==> src/rtl/hub_arbiter_if.sv <==
// hub_arbiter_if: cog request bus and hub memory port around the slot arbiter
interface hub_arbiter_if #(parameter int NCOG = 8);
  localparam int SW = $clog2(NCOG);
  logic [NCOG-1:0] cog_req;
  logic [NCOG-1:0] cog_w;
  logic [4*NCOG-1:0] cog_wb;
  logic [14*NCOG-1:0] cog_a;
  logic [32*NCOG-1:0] cog_d;
  logic [NCOG-1:0] cog_ack;
  logic [31:0] cog_q;
  logic [SW-1:0] slot;
  logic mem_ena;
  logic mem_w;
  logic [3:0] mem_wb;
  logic [13:0] mem_a;
  logic [31:0] mem_d;
  logic [31:0] mem_q;
  modport master (
    output cog_req, cog_w, cog_wb, cog_a, cog_d, mem_q,
    input cog_ack, cog_q, slot, mem_ena, mem_w, mem_wb, mem_a, mem_d
  );
  modport slave (
    input cog_req, cog_w, cog_wb, cog_a, cog_d, mem_q,
    output cog_ack, cog_q, slot, mem_ena, mem_w, mem_wb, mem_a, mem_d
  );
endinterface

==> src/rtl/hub_arbiter.sv <==
// hub_arbiter: round-robin slot scheduler sharing the hub memory among cogs
module hub_arbiter #(parameter int NCOG = 8) (
  input logic clk_cog,
  input logic nres,
  input logic ena_bus,
  hub_arbiter_if.slave bus
);
  localparam int SW = $clog2(NCOG);
  logic [SW-1:0] slot;
  logic [SW-1:0] owner;
  logic [SW-1:0] ack_owner;
  logic mem_vld;
  logic pending;
  logic [13:0] slot_a;
  assign slot_a = bus.cog_a[slot*14 +: 14];
  assign bus.slot = slot;
  assign bus.mem_ena = ena_bus & mem_vld;
  // sample stage: rotate the slot and latch the current owner's request fields
  always_ff @(posedge clk_cog or negedge nres)
    if (!nres) begin
      slot <= '0;
      owner <= '0;
      mem_vld <= 1'b0;
      bus.mem_w <= 1'b0;
      bus.mem_wb <= '0;
      bus.mem_a <= '0;
      bus.mem_d <= '0;
    end else if (ena_bus) begin
      slot <= slot + 1'b1;
      owner <= slot;
      mem_vld <= bus.cog_req[slot];
      bus.mem_w <= bus.cog_w[slot] & ~slot_a[13];
      bus.mem_wb <= bus.cog_wb[slot*4 +: 4];
      bus.mem_a <= slot_a;
      bus.mem_d <= bus.cog_d[slot*32 +: 32];
    end
  // access then completion: the ack pulse and read data follow one clock after the access edge
  always_ff @(posedge clk_cog or negedge nres)
    if (!nres) begin
      pending <= 1'b0;
      ack_owner <= '0;
      bus.cog_ack <= '0;
      bus.cog_q <= '0;
    end else begin
      pending <= ena_bus & mem_vld;
      ack_owner <= (ena_bus & mem_vld) ? owner : ack_owner;
      bus.cog_ack <= pending ? NCOG'(1) << ack_owner : '0;
      bus.cog_q <= pending ? bus.mem_q : bus.cog_q;
    end
endmodule

==> src/flat_wrapper.sv <==
// flat-port wrapper written by rule: the top's interface ports become plain ports
module hub_arbiter_flat 
#(parameter int NCOG = 8)
  (clk_cog, nres, ena_bus, bus_cog_req, bus_cog_w, bus_cog_wb, bus_cog_a, bus_cog_d, bus_mem_q, bus_cog_ack, bus_cog_q, bus_slot, bus_mem_ena, bus_mem_w, bus_mem_wb, bus_mem_a, bus_mem_d);
  hub_arbiter_if #(.NCOG(NCOG)) bus_i ();
  input logic clk_cog;
  input logic nres;
  input logic ena_bus;
  input wire logic [$bits(bus_i.cog_req)-1:0] bus_cog_req;
  input wire logic [$bits(bus_i.cog_w)-1:0] bus_cog_w;
  input wire logic [$bits(bus_i.cog_wb)-1:0] bus_cog_wb;
  input wire logic [$bits(bus_i.cog_a)-1:0] bus_cog_a;
  input wire logic [$bits(bus_i.cog_d)-1:0] bus_cog_d;
  input wire logic [$bits(bus_i.mem_q)-1:0] bus_mem_q;
  output wire logic [$bits(bus_i.cog_ack)-1:0] bus_cog_ack;
  output wire logic [$bits(bus_i.cog_q)-1:0] bus_cog_q;
  output wire logic [$bits(bus_i.slot)-1:0] bus_slot;
  output wire logic [$bits(bus_i.mem_ena)-1:0] bus_mem_ena;
  output wire logic [$bits(bus_i.mem_w)-1:0] bus_mem_w;
  output wire logic [$bits(bus_i.mem_wb)-1:0] bus_mem_wb;
  output wire logic [$bits(bus_i.mem_a)-1:0] bus_mem_a;
  output wire logic [$bits(bus_i.mem_d)-1:0] bus_mem_d;
  assign bus_i.cog_req = bus_cog_req;
  assign bus_i.cog_w = bus_cog_w;
  assign bus_i.cog_wb = bus_cog_wb;
  assign bus_i.cog_a = bus_cog_a;
  assign bus_i.cog_d = bus_cog_d;
  assign bus_i.mem_q = bus_mem_q;
  assign bus_cog_ack = bus_i.cog_ack;
  assign bus_cog_q = bus_i.cog_q;
  assign bus_slot = bus_i.slot;
  assign bus_mem_ena = bus_i.mem_ena;
  assign bus_mem_w = bus_i.mem_w;
  assign bus_mem_wb = bus_i.mem_wb;
  assign bus_mem_a = bus_i.mem_a;
  assign bus_mem_d = bus_i.mem_d;
  hub_arbiter #(.NCOG(NCOG)) u_core (.clk_cog(clk_cog), .nres(nres), .ena_bus(ena_bus), .bus(bus_i));
endmodule
==> config.mk <==
export PLATFORM = sky130hd
export DESIGN_NAME = hub_arbiter_flat
export DESIGN_NICKNAME = d
export VERILOG_FILES = /design/src/rtl/hub_arbiter_if.sv /design/src/rtl/hub_arbiter.sv /design/src/flat_wrapper.sv
export SDC_FILE = /design/constraint.sdc
export NUM_CORES = 1
export LEC_CHECK = 0
export ABC_AREA = 1
export BUFFER_PORTS_ARGS = -buffer_cell sky130_fd_sc_hd__buf_2
export CAP_MARGIN = 20
export CORE_AREA = 5 5 209 211
export DETAILED_ROUTE_END_ITERATION = 8
export DIE_AREA = 0 0 214 216
export HOLD_SLACK_MARGIN = 0.02
export SLEW_MARGIN = 0
export SYNTH_ARGS = -nofsm -noshare
export SYNTH_HDL_FRONTEND = slang
export SYNTH_SLANG_ARGS = --single-unit
==> constraint.sdc <==
create_clock -name clk_cog -period 2.2 [get_ports clk_cog]
set_clock_uncertainty 0.05 [all_clocks]
set_input_delay 0.55 -clock clk_cog [delete_from_list [all_inputs] [get_ports clk_cog]]
set_output_delay 0.55 -clock clk_cog [all_outputs]
set_load 0.01 [all_outputs]
Yosys cells after proc, flatten, opt, wreduce, memory -nomap -nowiden
Index checks and enable logic that the tools add are counted.
{"block": "word_totals", "reg_bits": 102, "inputBits": 451, "output_inout_bits": 95, "wordCells": 26}
{"block": "op_classes", "n_addsub": 1, "n_mul": 1, "n_lt_le_gt_ge": 1, "shifts": 4, "n_mux": 5, "bitwise": 3}
{"operator": "$shiftx 256x9->32", "count": 1}
{"operator": "$shiftx 112x8->14", "count": 1}
{"operator": "$shiftx 32x6->4", "count": 1}
{"operator": "$mux 8", "count": 1}
{"operator": "$shl 1x3->8 const A", "count": 1}
{"operator": "$bmux 1 s3", "count": 2}
{"operator": "$mul 3x3->6 const B", "count": 1}
{"operator": "$lt 3x4->1 const B", "count": 1}
{"operator": "$add 3x1->3 const B", "count": 1}
{"operator": "$and 1x1->1", "count": 2}
{"operator": "$mux 1", "count": 2}
{"operator": "$not 1->1", "count": 1}

Logic depth before layout (Yosys ltp)
{"block": "logic_depth", "ltp_word": 4, "depth_mapped": 9, "depth_no_buf": 8}

Worst setup path before layout
No wires, ideal clock.
{"block": "synth_path", "kind": "reg-to-reg", "start": "reg u_core.slot[1], in the netlist u_core.bus.slot[1]", "end": "reg u_core.bus.mem_a[10]", "setup_ns": 0.124, "arrival_ns": 1.206, "required_time_ns": 2.026, "slack_ns": 0.820, "path_stages_with_launch": 8, "n_path_buf": 3, "synth_period_minus_slack_ns": 1.380, "cell_sequence": "dfrtp_1 > inv_1 > buf_4 > buf_2 > buf_2 > nand3_1 > nand3_1 > nand3_1"}
{"block": "synth_between", "elab_chain_len": 2}
{"item": "from (decl)", "line_no": "hub_arbiter.sv:9", "text": "logic [SW-1:0] slot;"}
{"item": "from (signal assigned)", "line_no": "hub_arbiter.sv:29", "text": "slot <= slot + 1'b1;"}
{"item": "$mul 3x3->6", "line_no": "hub_arbiter.sv:15", "text": "assign slot_a = bus.cog_a[slot*14 +: 14];"}
{"item": "$shiftx 112x8->14", "line_no": "hub_arbiter.sv:15"}
{"item": "to (signal assigned)", "line_no": "hub_arbiter.sv:34", "text": "bus.mem_a <= slot_a;"}
{"item": "to (decl)", "line_no": "hub_arbiter_if.sv:24", "text": "output cog_ack, cog_q, slot, mem_ena, mem_w, mem_wb, mem_a, mem_d"}
Every way passes these cells.
A chain may end at the register's enable or synchronous reset.

Final worst setup path
{"block": "layout_path", "start": "reg u_core.slot[0], in the netlist u_core.bus.slot[0]", "end": "reg u_core.bus.mem_a[8]"}
Same word-level chain as after synthesis.

==> flow_metrics.py <==
metrics = {
    "status": {
        "status": "finished, final reports clean",
    },
    "clock_tree": {
        "cts_buffer_depth": 2,
        "clkSinkCount": 102,
        "cts.clk_slew.worst_paths_ps": 80,
        "clock_latency_ps": 370,
        "cts_setup_buffers": 0,
        "postCtsHoldBufs": 0,
        "cts_tree": "built",
        "cts_root_buf": "clkbuf_16",
        "cts.htree.levels": 3,
        "numCtsBuffers": 9,
        "cts_resized": 0,
    },
    "placement": {
        "preCtsSetupSlack_ps": 175.9,
        "port_buffers": 545,
        "gp_congestion": 0.9178,
        "dpl.cell_count": 2144,
        "hpwlAfterDp_microns": 29990,
    },
    "worst_setup_path": {
        "worst_path_max_delay_cell": "dfrtp_4",
        "start_kind": "flip-flop",
        "critical_path.cell_chain": "inv_6 > buf_12 > o21ai_0 > o21ai_1 > nand2_1 > nand3_1",
        "end_kind": "flip-flop",
        "reg2reg_from": "u_core.bus.slot[0]",
        "arrival_ps": 2190,
        "worst-path-buf-inv": 2,
        "crit_start": "u_core.bus.slot[0]",
        "cp.required_ps": 2460,
        "max_stage_delay_ps": 560,
        "critPathMaxFanout": 94,
        "crit_type": "flip-flop to flip-flop",
        "path_delay_family": "flip-flops",
    },
    "global_routing": {
        "gr-usage-all-layers_pct": 15.54,
        "grt_pass1_vias": 9695,
        "antenna_found_initial": 1,
        "gr-total-overflow": 0,
        "grt_max_degree": 95,
        "grt_pass1_wl_microns": 56170,
    },
    "final_layout": {
        "nets": 2068,
        "mostFrequentLayoutCells": "buf_2, nand2_1, nand3_1",
        "area_delta_synth_final_pct": 51.64,
        "final_common_cell": "buf_2",
        "fillers": 4615,
        "drive_gt1_share_pct": 38.99,
        "stdcell_count": 2161,
    },
    "sta": {
        "finalSetupViolCount": 0,
        "finalHoldViolCount": 0,
        "period_share_pct": 87.76,
        "max_slew_margin_pct": 68.07,
        "final.min_clock_period_ps": 1931,
        "slew_violations": 0,
        "tightest_slew_ps": 478.9,
        "fmax_mhz": 518.0,
        "grt_setup_unrepaired": "false",
        "setup-tns-final_ps": 0,
        "hold-worst-slack_ps": 82.93,
        "setup_ws_ps": 269.3,
    },
    "power_and_ir_drop": {
        "peakVddDrop_v": 0.0005494,
        "netSwitchingFraction_pct": 49.46,
        "pwr-share-seq_pct": 24.7,
        "power_density_nw_per_um2": 1233,
        "p_sw_w": 0.006621,
        "power_frac_clock_pct": 12.4,
        "p_int_w": 0.006765,
        "p_leak_nw": 5.680,
        "comb_power_share_pct": 63.0,
    },
    "flow_run": {
        "drv_cap": 0,
    },
    "synthesis": {
        "yosys.cell_types.count": 16,
        "synthesis.nets": 1568,
        "synthCells": 1116,
        "avgSynthCellArea_sq_um": 6.413,
        "synth_seq_cells": 102,
        "syn_area_sq_um": 7157,
        "yosysWarnings": 0,
        "ys_seq_area_share_pct": 35.66,
    },
    "routing": {
        "dr.pass1.iters": 5,
        "vias": 9468,
        "ant_nets": 0,
        "wl_per_cell_microns": 17.36,
        "met2_length_microns": 18620,
        "top_layer": "met4",
        "routed_via_density": 4.381,
        "wl_met1_microns": 15040,
        "drt_iter0_markers": 633,
        "wl_microns": 37510,
        "drc": 0,
        "wl_met3_microns": 2772,
    },
    "die": {
        "die_h_microns": 216,
        "die_w_microns": 214,
        "io_pins": 546,
        "fp.coreArea_sq_um": 41570,
        "row_count": 75,
        "dieArea_sq_um": 46220,
        "initial_core_util_pct": 17.22,
    },
    "worst_hold_path": {
        "worstHoldPathType": "input pin to async pin",
    },
}
-- through the flow --
stage | area, sq um | total power [W] | util, %
6_report | 10850 | 0.01339 | 26.11
5_1_grt | 10850 | 0.01469 | 26.11
4_1_cts | 10850 | 0.01364 | 26.10
3_5_place_dp | 10560 | 0.01189 | 25.40
3_3_place_gp | 10560 | 0.01183 | 25.40
2_1_floorplan | 7157 | 0.008478 | -
-- cell usage after synthesis --
cell	number	area [sq um]
nand3_1	208	1041
o21ai_1	117	585.6
buf_4	6	45.04
nand2_1	344	1291
dfrtp_1	102	2552
xor2_1	2	17.52
ha_1	1	12.51
buf_1	2	7.510
inv_1	18	67.56
clkinv_1	1	3.750
nor2_1	161	604.3
inv_2	2	7.510
clkbuf_1	32	120.1
mux2_2	32	360.4
o21ai_0	40	200.2
buf_2	48	240.2
-- logic make-up after synthesis --
family	count (synthesis)	share of synthesized area, %
buffers and inverters	109	6.871
adders and majority gates	1	0.1748
muxes	32	5.035
and+or+nand+nor	713	41.03
DFF	102	35.66
xor gates and xnor gates	2	0.2448
AOI/OAI and AO/OA	157	10.98
-- cell type report --
type	count	area, sq um	area share, %
inverter	21	86.33	0.7955
clock inverter	7	66.31	0.6110
sequential	102	2557	23.56
antenna	1	2.502	0.02306
timing repair buffer	577	3120	28.75
tap	539	674.4	6.214
clock buffer	9	225.2	2.075
multi-input combinational	905	4120	37.96
-- metal layers --
metal,GRT usage [%],vias up
li1,-,4665
met1,18.07,4297
met2,27.55,467
met3,4.134,39
met4,5.712,0
met5,0,-
-- flip-flops by register name (all words and copies together) (netlist names) --
name,count
u_core.bus.mem_wb,4
u_core.mem_vld,1
u_core.bus.mem_w,1
u_core.bus.cog_ack,8
u_core.bus.slot,3
u_core.bus.cog_q,32
u_core.ack_owner,3
u_core.bus.mem_d,32
u_core.pending,1
u_core.bus.mem_a,14
u_core.owner,3
-- power groups by stage --
stage	sequential [W]	clock [W]	combinational, W
after CTS	0.00332	0.00176	0.00855
after floorplan	0.00359	0	0.00488
final	0.00330	0.00166	0.00843
after global routing	0.00343	0.00181	0.00945
after detailed placement	0.00334	0	0.00855
after global placement	0.00332	0	0.00850
-- path summary, 6_finish.rpt --
kind                                          to  slack [ps]  depth (start not counted)
setup / recovery             u_core.bus.mem_a[8]         270                          6
hold / removal             u_core.bus.cog_ack[7]          80                          1
setup reg to reg             u_core.bus.mem_a[8]         270                          6
hold reg to reg                 u_core.bus.mem_w         440                          2
max in group asynchronous    u_core.bus.cog_q[7]        1390                          2
min in group clk_cog        u_core.bus.cog_q[30]         350                          2
Note: power is estimated with default switching activity, not from simulation.
